--- config.mk ---
export PLATFORM = sky130hd
export DESIGN_NAME = match_window_counter
export DESIGN_NICKNAME = d
export VERILOG_FILES = /design/src/rtl/match_window_counter.sv
export SDC_FILE = /design/constraint.sdc
export NUM_CORES = 1
export LEC_CHECK = 0
export CAP_MARGIN = 5
export CORE_MARGIN = 2
export CORE_UTILIZATION = 46
export CTS_CLUSTER_DIAMETER = 100
export DETAILED_ROUTE_END_ITERATION = 10
export GPL_TIMING_DRIVEN = 0
export HOLD_SLACK_MARGIN = 0.02
export PLACE_DENSITY = 0.73
export RECOVER_POWER = 100
export SLEW_MARGIN = 20
export SYNTH_ARGS = -nofsm -noshare
export SYNTH_HDL_FRONTEND = slang
export SYNTH_SLANG_ARGS = --single-unit
--- constraint.sdc ---
create_clock -name clk -period 1.5 [get_ports clk]
set_clock_uncertainty 0.05 [all_clocks]
set_input_delay 0.225 -clock clk [delete_from_list [all_inputs] [get_ports clk]]
set_output_delay 0.225 -clock clk [all_outputs]
set_load 0.05 [all_outputs]
--- src/rtl/match_window_counter.sv ---
// Counts 1101-detector match pulses over fixed WIN_CYCLES-clock windows and presents each count on a valid/ready register.
// Define MWC_SATURATE_EN to make the accumulator saturate instead of wrapping.
module match_window_counter #(
    parameter int CNT_WIDTH  = 8,
    parameter int WIN_CYCLES = 16
) (
    input  logic                 clk,
    input  logic                 rst,
    input  logic                 enable,
    input  logic                 clear,
    input  logic                 match,
    output logic [CNT_WIDTH-1:0] out_count,
    output logic                 out_valid,
    input  logic                 out_ready,
    output logic                 overrun
);

    localparam int WIN_W = $clog2(WIN_CYCLES);
    localparam logic [WIN_W-1:0] WIN_LAST = WIN_W'(WIN_CYCLES - 1);

    typedef enum logic {
        IDLE  = 1'b0,
        COUNT = 1'b1
    } state_t;

    state_t               state;
    logic [WIN_W-1:0]     win_cnt;
    logic [CNT_WIDTH-1:0] acc;

    logic [CNT_WIDTH-1:0] acc_next;
    logic                 win_end;
    logic                 xfer;

    function automatic logic [CNT_WIDTH-1:0] acc_add(
        input logic [CNT_WIDTH-1:0] a,
        input logic                 m
    );
        logic [CNT_WIDTH:0] sum;
        sum = {1'b0, a} + {{CNT_WIDTH{1'b0}}, m};
`ifdef MWC_SATURATE_EN
        if (sum[CNT_WIDTH]) begin
            sum[CNT_WIDTH-1:0] = '1;
        end
`endif
        return sum[CNT_WIDTH-1:0];
    endfunction

    always_comb begin
        acc_next = acc_add(acc, match);
        win_end  = (state == COUNT) && enable && (win_cnt == WIN_LAST);
        xfer     = out_valid && out_ready;
    end

    always_ff @(posedge clk or posedge rst) begin
        if (rst) begin
            state     <= IDLE;
            win_cnt   <= '0;
            acc       <= '0;
            out_count <= '0;
            out_valid <= 1'b0;
            overrun   <= 1'b0;
        end else if (clear) begin
            state     <= IDLE;
            win_cnt   <= '0;
            acc       <= '0;
            out_count <= '0;
            out_valid <= 1'b0;
            overrun   <= 1'b0;
        end else begin
            if (state == IDLE) begin
                win_cnt <= '0;
                acc     <= '0;
                if (enable) begin
                    state <= COUNT;
                end
            end else begin
                // Dropping enable discards the partial window; the output register is untouched.
                if (!enable) begin
                    state   <= IDLE;
                    win_cnt <= '0;
                    acc     <= '0;
                end else if (win_end) begin
                    win_cnt <= '0;
                    acc     <= '0;
                end else begin
                    win_cnt <= win_cnt + WIN_W'(1);
                    acc     <= acc_next;
                end
            end

            // A window end always wins the output register; an unread result being replaced flags overrun.
            if (win_end) begin
                out_count <= acc_next;
                out_valid <= 1'b1;
                if (out_valid && !out_ready) begin
                    overrun <= 1'b1;
                end
            end else if (xfer) begin
                out_valid <= 1'b0;
            end
        end
    end

endmodule

==> results by group <==
Floorplan
  – Starting utilization of the core area: 49.5%
  – Total die area: 2540 um^2
  – Area inside the core boundary: 2000 um^2
  – I/O pin count: 16
  – Floorplan die width: 50.4 um
  – Cell Rows: 16
  – Vert. Die Dim: 50.4 um

Clock network
  – Clock tree sinks: 23
  – Clock insertion delay at the later pin of the skew report: 0.31 ns
  – TritonCTS clock tree: built
  – CTS hold repair buffers: 0
  – Root Buffer Master: clkbuf_4
  – Level count of the clock H-tree: 1
  – Number of buffers created by CTS: 3
  – Register clock-pin slew on the reported worst setup and hold paths: 0.12 ns
  – Maximum count of clock buffers along a single path: 2

Global routing
  – Overall Global Routing Usage: 18.2%
  – Number of antenna violations at the first check in global routing: 0
  – Overflow after GRT: 0
  – Wire length of the first global-routing pass: 3440 um
  – Number of global-route vias before repair: 745
  – Maximum number of pins on one net before global-route repair: 24

Synth
  – Share of the yosys chip area belonging to registers: 58.1%
  – Combined area of all synthesized cells: 991 um^2
  – Post-synthesis area per instance: 10.8 um^2
  – Unique cell type count in the Yosys netlist: 25
  – Register bit total from synthesis: 23
  – Synthesis warning total: 0
  – Gate count after technology mapping: 92
  – Synthesized Nets: 101

Route
  – Total wire length after detailed routing: 2160 um
  – First-pass detailed-route iteration total: 4
  – Total vias in the final route: 775
  – Post-DR vias/cell: 5.54
  – Post-route antenna net violation count: 0
  – Iter 0 DRT Violations: 9
  – Number of design rule violations left after detail routing: 0
  – WL/cell: 15.4 um

Critical path
  – Worst Path Class, Setup: reg -> reg
  – CP Data Arrival Time: 1.66 ns
  – Type of origin of the critical path: flip-flop
  – Cell chain of the critical path: ha_1 > and3_1 > clkbuf_4 > a21oi_1 > a311oi_2
  – CP Data Required Time: 1.63 ns
  – Cell with the biggest individual delay on the critical path: dfrtp_1
  – CP delay by family, top: flip-flops
  – Number of buffers and inverters on the critical path: 1
  – Type of element capturing the critical path: flip-flop
  – CP max stage delay: 0.43 ns
  – CP max FO: 10

Finish
  – Number of non-filler instances in the completed layout: 140
  – Seq. cell area: 576 um^2
  – Final antenna diode count: 0
  – Synthesis-to-layout area growth: 28.0%
  – Filler Cells Inserted: 167
  – Fraction of layout instances using a drive strength above 1: 18.6%
  – Number of nets in the final layout: 123
  – Non-Filler Cell Area, Final: 1270 um^2
  – Multi-input logic area: 448 um^2

Pwr
  – Leak Pwr: 0.536 nW
  – Net Switching: 0.215 mW
  – Clock network power share: 29.7%
  – Sequential share of power: 65.2%
  – Peak supply drop: 0.000560 V
  – Switching power as a share of total power: 22.4%
  – Cell Int Power: 0.744 mW
  – Power density over cell area: 756 nW/um^2
  – Power share of the combinational group: 5.1%

Place
  – Setup Slack @ Placement: -0.460 ns
  – RePlAce Congestion: 0.786
  – Placed instance count: 134
  – Post-placement cell area: 1170 um^2
  – Port Buffers: 15
  – Placed wire-length estimate after detailed placement: 1440 um

STA
  – Final hold vios: 0
  – Sum of negative setup slack: -0.0372 ns
  – Total of endpoints with negative setup slack in the final report: 1
  – Setup repair after global routing missed its margin: true
  – Relative slew margins: 43.6%
  – Hold Worst Slack: 0.401 ns
  – Setup slack after layout: -0.0372 ns
  – Final Max Slew Viols: 0
  – Period minus WS final: 1.54 ns
  – Share of the clock period used by the worst path: 102%
  – Pin slew with the least headroom to its limit: 0.845 ns
  – Max Fclk: 0.651 GHz

Run status
  – Result of the run: complete, but fails checks
  – Violations in the final reports: negative setup slack

Hold path
  – Class of the most critical hold timing path: in -> reg

Flow run
  – Max cap viols: 0
-- through the flow --
step | total power, mW | utilization, %
6_report | 0.960 | 63.4
2_1_floorplan | 0.660 | -
5_1_grt | 0.998 | 63.4
3_5_place_dp | 0.683 | 58.7
4_1_cts | 0.953 | 60.9
3_3_place_gp | 0.682 | 58.7
-- layout by cell type, fill, tap and decap left out, types with 3 or more instances in the layout --
cell and instances:
inv_1 3, a311oi_2 3, a21oi_1 12, clkdlybuf4s15_1 8, clkbuf_4 4, a211oi_1 3, dlygate4sd3_1 3, nand3_1 6
xor2_1 3, o21ai_0 5, nor2_1 9, dfrtp_1 23, or3_4 3
-- power by group through the flow --
stage / Clock, mW / Combinational [mW] / Sequential [mW]
2_1_floorplan: 0 / 0.0237 / 0.636
3_3_place_gp: 0 / 0.0461 / 0.636
3_5_place_dp: 0 / 0.0460 / 0.637
4_1_cts: 0.280 / 0.0480 / 0.625
5_1_grt: 0.317 / 0.0555 / 0.626
6_report: 0.285 / 0.0492 / 0.625
-- sequential cells by signal, summed over array words and instances, names as in the netlist --
signal	count
acc	8
overrun	1
out_count	8
win_cnt	4
out_valid	1
state	1
-- synth_stat cells --
library cell	n	area, um^2
a211oi_1	3	22.5
a21oi_1	12	60.1
a311oi_1	2	17.5
a311oi_2	1	15.0
a31oi_1	1	6.26
and2_1	1	6.26
and3_1	2	12.5
buf_2	2	10.0
clkbuf_1	1	3.75
dfrtp_1	23	576
ha_1	3	37.5
inv_1	3	11.3
nand2_1	2	7.51
nand2_2	1	6.26
nand3_1	7	35.0
nand3_2	1	10.0
nand4_1	1	6.26
nor2_1	10	37.5
nor2b_1	2	12.5
nor3_1	1	5.00
o21ai_0	5	25.0
or3_1	2	12.5
or3_4	1	11.3
xnor2_1	2	17.5
xor2_1	3	26.3
-- path summary, 6_finish.rpt --
path	to	cells past startpoint	slack, ns	from
worst max-delay path	out_count[6]$_DFFE_PP0P_	5	-0.04	win_cnt[0]$_DFF_PP0_
worst min-delay path	acc[0]$_DFF_PP0_	4	0.40	match
worst max register to register	out_count[6]$_DFFE_PP0P_	5	-0.04	win_cnt[0]$_DFF_PP0_
worst min register to register	overrun$_DFFE_PP0P_	2	0.46	overrun$_DFFE_PP0P_
max in group asynchronous	acc[2]$_DFF_PP0_	2	0.42	rst
min in group asynchronous	out_count[5]$_DFFE_PP0P_	2	0.46	rst
-- cells by family after synthesis --
logic type | Yosys count | share of synthesized area (%)
buf+inv | 6 | 2.52
simple gates | 31 | 16.4
flops | 23 | 58.1
fa+ha+maj | 3 | 3.79
xor+xnor | 5 | 4.42
compound gates | 24 | 14.8
-- worst reg2reg max path, stage by stage (launching register included) --
cell	delay [ns]
dfrtp_1	0.43
ha_1	0.25
and3_1	0.19
clkbuf_4	0.18
a21oi_1	0.23
a311oi_2	0.08
-- what timing repair did --
action / 4_1_cts / 5_1_grt
pin swaps: 3 / 3
setup endpoints to repair: 14 / 16
endpoints found under the hold margin: 0 / 0
resized for setup: 17 / 16
buffers inserted: 0 / 2
-- metal layers --
layer | GRT usage, % | part of all wire (%) | wire [um]
met2 | 32.0 | 50 | 1090
met1 | 22.5 | 44 | 941
met5 | 0 | 0 | 0
met4 | 6.76 | 1.7 | 36
met3 | 2.68 | 4.3 | 94
-- cell type report --
type                            count  area share, %
Inverter                            3          0.888
Buffer                              3           1.28
Tap cell                           27           2.66
Timing Repair Buffer               17           12.4
Clock buffer                        4           2.07
Sequential cell                    23           45.4
Multi-Input combinational cell     63           35.3
Power figures use the tool's default switching activity.
